--- src/rtl/constraint_sampler_pkg.sv ---
// Shared types and constants for the rejection-sampling stimulus generator.
package constraint_sampler_pkg;

  typedef enum logic [2:0] {
    IDLE,
    FILL,
    CHECK,
    HOLD,
    FAIL
  } state_t;

  // Galois taps for x^64 + x^63 + x^61 + x^60 + 1 (right-shifting form)
  localparam logic [63:0] LFSR_TAPS = 64'hD800_0000_0000_0000;

  function automatic int unsigned nwords(input int unsigned vec_w);
    return (vec_w + 32'd63) / 32'd64;
  endfunction

endpackage

--- src/rtl/sampler_lfsr64.sv ---
// 64-bit Galois LFSR with synchronous load; a zero load value falls back to SEED.
module sampler_lfsr64
  import constraint_sampler_pkg::*;
#(
  parameter logic [63:0] SEED = 64'hACE1_0000_0000_0001
) (
  input  logic        clk,
  input  logic        rst_n,
  input  logic        en,
  input  logic        load,
  input  logic [63:0] load_val,
  output logic [63:0] q
);

  always_ff @(posedge clk) begin
    if (!rst_n) begin
      q <= SEED;
    end else if (load) begin
      // an all-zero state would lock the register, so substitute SEED
      q <= (load_val == '0) ? SEED : load_val;
    end else if (en) begin
      q <= q[0] ? ((q >> 1) ^ LFSR_TAPS) : (q >> 1);
    end
  end

endmodule

--- src/rtl/constraint_sampler.sv ---
// Fills a candidate vector from the LFSR one 64-bit word per cycle, checks it
// against an external constraint checker and streams out passing vectors.
module constraint_sampler
  import constraint_sampler_pkg::*;
#(
  parameter int unsigned VEC_W     = 779,
  parameter logic [63:0] SEED      = 64'hACE1_0000_0000_0001,
  parameter int unsigned MAX_TRIES = 1024
) (
  input  logic             clk,
  input  logic             rst_n,
  input  logic             run,
  input  logic             seed_load,
  input  logic [63:0]      seed,
  output logic [VEC_W-1:0] cand,
  input  logic             chk_ok,
  output logic             sample_valid,
  input  logic             sample_ready,
  output logic [VEC_W-1:0] sample_data,
  output logic             busy,
  output logic             fail,
  output logic [31:0]      tries
);

  localparam int unsigned NWORDS = nwords(VEC_W);
  localparam int unsigned WIDX_W = (NWORDS > 1) ? $clog2(NWORDS) : 1;
  localparam logic [WIDX_W-1:0] LAST_WORD  = WIDX_W'(NWORDS - 1);
  localparam logic [31:0]       TRIES_LAST = 32'(MAX_TRIES - 1);

  state_t              state_q, state_d;
  logic [WIDX_W-1:0]   word_idx;
  logic [63:0]         lfsr_q;
  logic                lfsr_en, lfsr_load;
  logic [VEC_W-1:0]    cand_next;

  sampler_lfsr64 #(.SEED(SEED)) u_lfsr (
    .clk      (clk),
    .rst_n    (rst_n),
    .en       (lfsr_en),
    .load     (lfsr_load),
    .load_val (seed),
    .q        (lfsr_q)
  );

  // Bit-wise word select keeps the truncated top word free of unused padding.
  always_comb begin
    cand_next = cand;
    for (int unsigned i = 0; i < VEC_W; i++) begin
      if (word_idx == WIDX_W'(i / 64)) cand_next[i] = lfsr_q[i % 64];
    end
  end

  always_comb begin
    state_d   = state_q;
    lfsr_en   = 1'b0;
    lfsr_load = 1'b0;
    unique case (state_q)
      IDLE: begin
        lfsr_load = seed_load;
        if (run) state_d = FILL;
      end
      FILL: begin
        lfsr_en = 1'b1;
        if (word_idx == LAST_WORD) state_d = CHECK;
      end
      CHECK: begin
        if (chk_ok)                   state_d = HOLD;
        else if (tries == TRIES_LAST) state_d = FAIL;
        else if (run)                 state_d = FILL;
        else                          state_d = IDLE;
      end
      HOLD: begin
        if (sample_ready) state_d = run ? FILL : IDLE;
      end
      FAIL: begin
        if (!run) state_d = IDLE;
      end
      default: state_d = IDLE;
    endcase
  end

  always_ff @(posedge clk) begin
    if (!rst_n) begin
      state_q     <= IDLE;
      word_idx    <= '0;
      tries       <= '0;
      cand        <= '0;
      sample_data <= '0;
    end else begin
      state_q <= state_d;
      unique case (state_q)
        IDLE: begin
          if (run) begin
            word_idx <= '0;
            tries    <= '0;
          end
        end
        FILL: begin
          cand     <= cand_next;
          word_idx <= (word_idx == LAST_WORD) ? '0 : word_idx + 1'b1;
        end
        CHECK: begin
          if (chk_ok)                    sample_data <= cand;
          else if (tries != TRIES_LAST)  tries       <= tries + 32'd1;
        end
        HOLD: begin
          if (sample_ready && run) tries <= '0;
        end
        default: ;
      endcase
    end
  end

  assign sample_valid = (state_q == HOLD);
  assign busy         = (state_q != IDLE);
  assign fail         = (state_q == FAIL);

endmodule

--- config.mk ---
export PLATFORM = sky130hd
export DESIGN_NAME = constraint_sampler
export DESIGN_NICKNAME = d
export VERILOG_FILES = /design/src/rtl/constraint_sampler_pkg.sv /design/src/rtl/sampler_lfsr64.sv /design/src/rtl/constraint_sampler.sv
export SDC_FILE = /design/constraint.sdc
export NUM_CORES = 2
export LEC_CHECK = 0
export ABC_CLOCK_PERIOD_IN_PS = 2140
export BUFFER_PORTS_ARGS = -buffer_cell sky130_fd_sc_hd__buf_2
export CORE_AREA = 5 5 654 656
export DETAILED_ROUTE_END_ITERATION = 7
export DIE_AREA = 0 0 659 661
export SLEW_MARGIN = 20
export SYNTH_ARGS = -nofsm -noshare
export SYNTH_HDL_FRONTEND = slang
export SYNTH_SLANG_ARGS = --single-unit
export TNS_END_PERCENT = 50
--- constraint.sdc ---
create_clock -name clk -period 2.14 [get_ports clk]
set_input_delay 0.107 -clock clk [delete_from_list [all_inputs] [get_ports clk]]
set_output_delay 0.107 -clock clk [all_outputs]
set_load 0.1 [all_outputs]
## After elaboration in Yosys (flattened, before gate mapping)

Index checks and enable logic that the tools add are counted.

| cells by class | value |
|---|---|
| add/subtract/negate cells | 2 |
| equality and inequality tests | 25 |
| bitwise operators | 1 |
| reductions and logical operators | 25 |
| multiplexer cells | 22 |

Operator list:

| cell | number |
|---|---|
| $mux 64 | 4 |
| $mux 32 | 4 |
| $pmux 32 s3 | 1 |
| $logic_not 64->1 | 1 |
| $add 32x1->32 const B | 1 |
| $eq 32x10->1 const B | 1 |
| $ne 32x10->1 const B | 1 |
| $reduce_and 2->1 | 15 |
| $eq 4x4->1 const B | 5 |
| $mux 3 | 6 |
| $eq 4x3->1 const B | 4 |
| $pmux 3 s5 | 1 |
| $ne 2x2->1 const B | 5 |
| $eq 4x2->1 const B | 2 |
| $mux 4 | 2 |
| $pmux 4 s2 | 1 |
| $eq 3x2->1 const B | 2 |
| $reduce_bool 3->1 | 2 |
| $reduce_and 5->1 | 1 |
| $add 4x1->4 const B | 1 |
| $eq 4x1->1 const B | 1 |
| $logic_not 4->1 | 1 |
| $ne 2x1->1 const B | 2 |
| $not 3->4 | 1 |
| other kinds (7) | 10 |

| storage, ports and cells | value |
|---|---|
| word-level logic and storage cells | 93 |
| register bits after elaboration | 1,661 |
| output and inout port bits | 1,593 |

## Logic depth before layout (Yosys ltp)

| logic depth | value |
|---|---|
| depth in word-level cells | 4 |
| depth in mapped cells | 9 |
| gate-level depth less buffers | 7 |

## Modules after synthesis

From an unflattened synthesis, not the netlist that was laid out.

| second synthesis, totals | value |
|---|---|
| cell total of the unflattened synthesis | 7,502 |
| area, all modules | 62,748.9 sq um |

By module, submodules not included:

| module | cells each | sequential area each (sq um) | times used | area an instance (sq um) |
|---|---|---|---|---|
| constraint_sampler | 7,118 | 31,970.7 | 1 | 59,479.5 |
| sampler_lfsr64 | 384 | 1,281.2 | 1 | 3,269.4 |

## Worst setup path after synthesis

No wires, ideal clock.

| timing | value |
|---|---|
| path kind | register -> register |
| start | register state_q[1] |
| end | register state_q[1] |
| path slack | -1,328 ps |
| arrival | 3,351 ps |
| period minus slack after synthesis | 3,468 ps |
| cell stages (with the launch flop) | 6 |
| buffers on the path | 1 |
| cells stage by stage | dfxtp_1 clkbuf_1 nor3_1 a221oi_1 mux2i_1 nor2b_1 |

| between the ends | value |
|---|---|
| longest elaborated chain between the ends | 3 |
| elaborated cells between the ends (all ways) | 11 |
| those cells by class | eq/ne: 8; mux: 1; reduce/logical: 2 |

RTL lines:

| what | line | source |
|---|---|---|
| from (decl) | constraint_sampler.sv:30 | `state_t state_q, state_d;` |
| from (signal assigned) | constraint_sampler.sv:90 | `state_q <= state_d;` |
| $eq 3x3->1 * | - |  |
| via fail | constraint_sampler.sv:21 | `output logic fail,` |
| $ne 2x2->1 (no source line) | - |  |
| $reduce_and 4->1 (no source line) | - |  |

Mark *: on every way through the listed nets, which the timed path passes. The rest lies on a longest branch.
A chain may end at the register's enable or synchronous reset.

## Worst setup path in the final report

| timing | value |
|---|---|
| start | register state_q[1] |
| end | register cand[305] |

| between the ends | value |
|---|---|
| longest elaborated chain between the ends | 2 |

RTL lines:

| what | line | source |
|---|---|---|
| $eq 3x1->1 | constraint_sampler.sv:91 | `unique case (state_q)` |
| $reduce_and 2->1 (no source line) | - |  |
| to (signal assigned) | constraint_sampler.sv:99 | `cand <= cand_next;` |
| to (decl) | constraint_sampler.sv:15 | `output logic [VEC_W-1:0] cand,` |

No other way between the ends.

==> summary.txt <==
Cells and area
  – Post-Layout Cell Count: 15100
  – Layout Nets: 9397
  – Share of cells above drive strength 1: 31.0%
  – Synth-to-layout area growth: 49.2%
  – Filler Cells Inserted: 46400

Floorplanning
  – Chip Width: 659 um
  – DIE AREA: 436000 um2
  – # rows: 239
  – Ports: 1663
  – Initial Util: 14.7%
  – Placeable Area: 422000 um2
  – Die Y: 661 um

Clock tree
  – Clock sink total: 1661
  – Clk root buf: clkbuf_16
  – Worst-Skew Late Latency: 0.95 ns
  – TritonCTS buffer count: 205
  – TritonCTS clock tree: yes
  – Clock transition at the registers of the reported paths: 0.06 ns
  – Clk buf depth: 4
  – H-tree lvl count: 4

Logic synthesis
  – Post-synth top cells: nand2_1 (3158), dfxtp_1 (1661), a21boi_0 (1488), clkbuf_1 (546), nor2_1 (125)
  – Asr flop ratio synth: 0%
  – Ranking of synthesized cells by area: dfxtp_1 (54%), nand2_1 (19%), a21boi_0 (18%)
  – Post-Syn Instances: 7428
  – Post-Syn Area per Cell: 8.32 um2
  – Cell variety after synth: 52
  – Post-synthesis cell area: 61800 um2
  – Biggest area consumer among synthesized cells: dfxtp_1
  – Yosys top cell area share: 53.8%
  – Most numerous cell in the Yosys netlist: nand2_1
  – Post-synthesis net count: 7503
  – Number of synthesized flops with an enable pin: 0
  – Warnings, synthesis: 0
  – Sequential share of the synthesized area: 53.8%
  – Most used DFF post-synth: dfxtp_1
  – Number of synthesized register bits: 1661

Placement
  – Placed cells: 14400
  – # port buffers: 1662
  – Placement Setup Slack: -0.129 ns
  – Final HPWL DP: 368000 um
  – Routability Congestion: 0.923

Worst hold path
  – Worst hold path class: primary input to flip-flop
  – Hold depth: 4

Pwr
  – Pleak: 36.2 nW
  – Post-layout total power: 81.5 mW
  – Cell Pwr Density: 884 nW/um2
  – Max VDD drop: 664 uV

Global routing
  – First-pass GRT wire length: 596000 um
  – Initial antenna violation count: 54
  – Total track usage: 20.6%
  – Number of global-route vias before repair: 56800
  – Pin count of the biggest net entering global routing: 164
  – Aggregate global routing overflow: 0

Status
  – Violated checks: setup timing
  – Outcome: finished with violations

STA
  – Crit share post-route: 109%
  – Worst Clk Skew: 0.0941 ns
  – FMAX: 0.427 GHz
  – Max-slew violations: 0
  – Setup-failing EPs final: 574
  – Slew Limit Headroom: 40.4%
  – Min Tclk post-route: 2.34 ns
  – TNS Setup: -41.49 ns
  – Final WS setup: -0.200 ns
  – Final hold violation count: 0
  – Worst-margin pin slew: 0.893 ns
  – RSZ-0062 raised after global routing: yes

Routing
  – Vias: 62200
  – Vias per inst: 4.13
  – Remaining DRCs: 0
  – Final ANT Viol Nets: 0
  – DRT iter0 DRCs: 5495
  – Avg WL per Cell: 32.5 um
  – Post-Route WL: 490000 um
  – Detailed Routing Iterations Pass 1: 6

Worst setup path
  – CP peak stage delay: 0.48 ns
  – FF-to-FF path depth: 10
  – Crit path kind: flip-flop to flip-flop
  – Critical Path Sink Type: flip-flop
  – Worst-path cell chain: or3b_4 -> nor3b_4 -> buf_6 -> buf_12 -> and2_4 -> buf_8 -> buf_12 -> buf_16 -> nand2_1 -> a21boi_1
  – Worst Setup Start Kind: flip-flop
  – CP Data Arrival Time: 3.16 ns
  – CP max-delay cell: or3b_4
  – Crit-path max FO: 8
  – Critical Path RT: 2.96 ns
  – Cell mode on critical path: buf_12

Run
  – Max_cap viols: 0
[cell families (layout without fill, tap and decap cells)]
family                     Yosys count  count (layout)  synth area share (%)
DFF                               1661            1661                  53.8
and+or+nand+nor                   3431            3431                  21.5
adders and majority gates            5               5                 0.101
AOI/OAI and AO/OA                 1694            1694                  20.5
xor gates and xnor gates             7               7                0.0992
other                                0              30                     0
muxes                                5               5                0.0810
buffers and inverters              625            2674                  3.90
[flip-flops by register name, indices dropped and copies added (netlist names)]
register,count
state_q,3
sample_data,779
cand,779
u_lfsr.q,64
word_idx,4
tries,32
[critical path: cells and delay by family, from the launching register on]
kind	cells	cell delay [ns]
simple gates	4	0.99
buf+inv	5	0.67
flops	1	0.37
compound gates	1	0.15
[metal layers]
layer  vias up  routed length (um)  track usage (%)
met2      2737              227000             33.5
met3       633               48400             7.92
li1      28000                   -                -
met4         0               33200             11.7
met1     30800              181000             23.0
met5         -                   0                0
[repair_timing]
item	in CTS	in global routing
hold endpoints to repair	1000	0
endpoints found under the setup margin	624	1310
gates resized for setup	303	588
gates cloned	35	49
setup buffers	54	42
pin swaps	38	149
hold buffers	72	0
[cells in the final DEF (no fill, tap or decap), drive strengths merged, types with 5 or more instances in the layout]
cell,n
diode,30
nand2,3158
dfxtp,1661
nand3,25
or4,16
buf,2190
xnor2,5
mux2i,5
and4,5
a21oi,29
or3,9
inv,18
nor2b,5
a21boi,1560
nand4,22
o31ai,14
nor4,23
nor3,9
clkinvlp,19
o21ai,21
o221ai,55
bufinv,13
clkinv,54
nor2,125
and2,12
ha,5
and3,6
dlygate4sd3,72
clkbuf,306
nor3b,5
[per-stage QoR]
stage | area, um2 | utilization [%] | hold slack (ns)
floorplan | 61900 | - | 0.252
global placement | 79700 | 18.9 | 0.418
detailed placement | 79700 | 18.9 | 0.430
CTS | 89400 | 21.2 | 0.000604
global route | 92200 | 21.9 | 0.0440
finish | 92200 | 21.9 | 0.103
[area by class of cell]
type	instances	area, um2	share of cell area, %
well taps	5543	6940	7.52
clock buffers	267	5750	6.23
multi-input cells	5142	27500	29.9
clock inverters	95	1110	1.21
diodes	30	75.1	0.0814
inverters	9	36.3	0.0393
flip-flops and latches	1661	33500	36.3
repair buffers	2303	17300	18.8
[path summary, 6_finish.rpt]
kind / from / endpoint / slack [ns]
hold / removal: seed[20] / u_lfsr.q[20] / 0.10
hold reg to reg: cand[583] / sample_data[583] / 0.44
setup / recovery: state_q[1] / cand[305] / -0.20
setup reg to reg: state_q[1] / cand[305] / -0.20
[where the power goes]
group	internal [mW]	switching [mW]
clock network	20.6	15.5
logic	3.13	8.87
registers	31.5	1.91
Power figures use the tool's default switching activity.
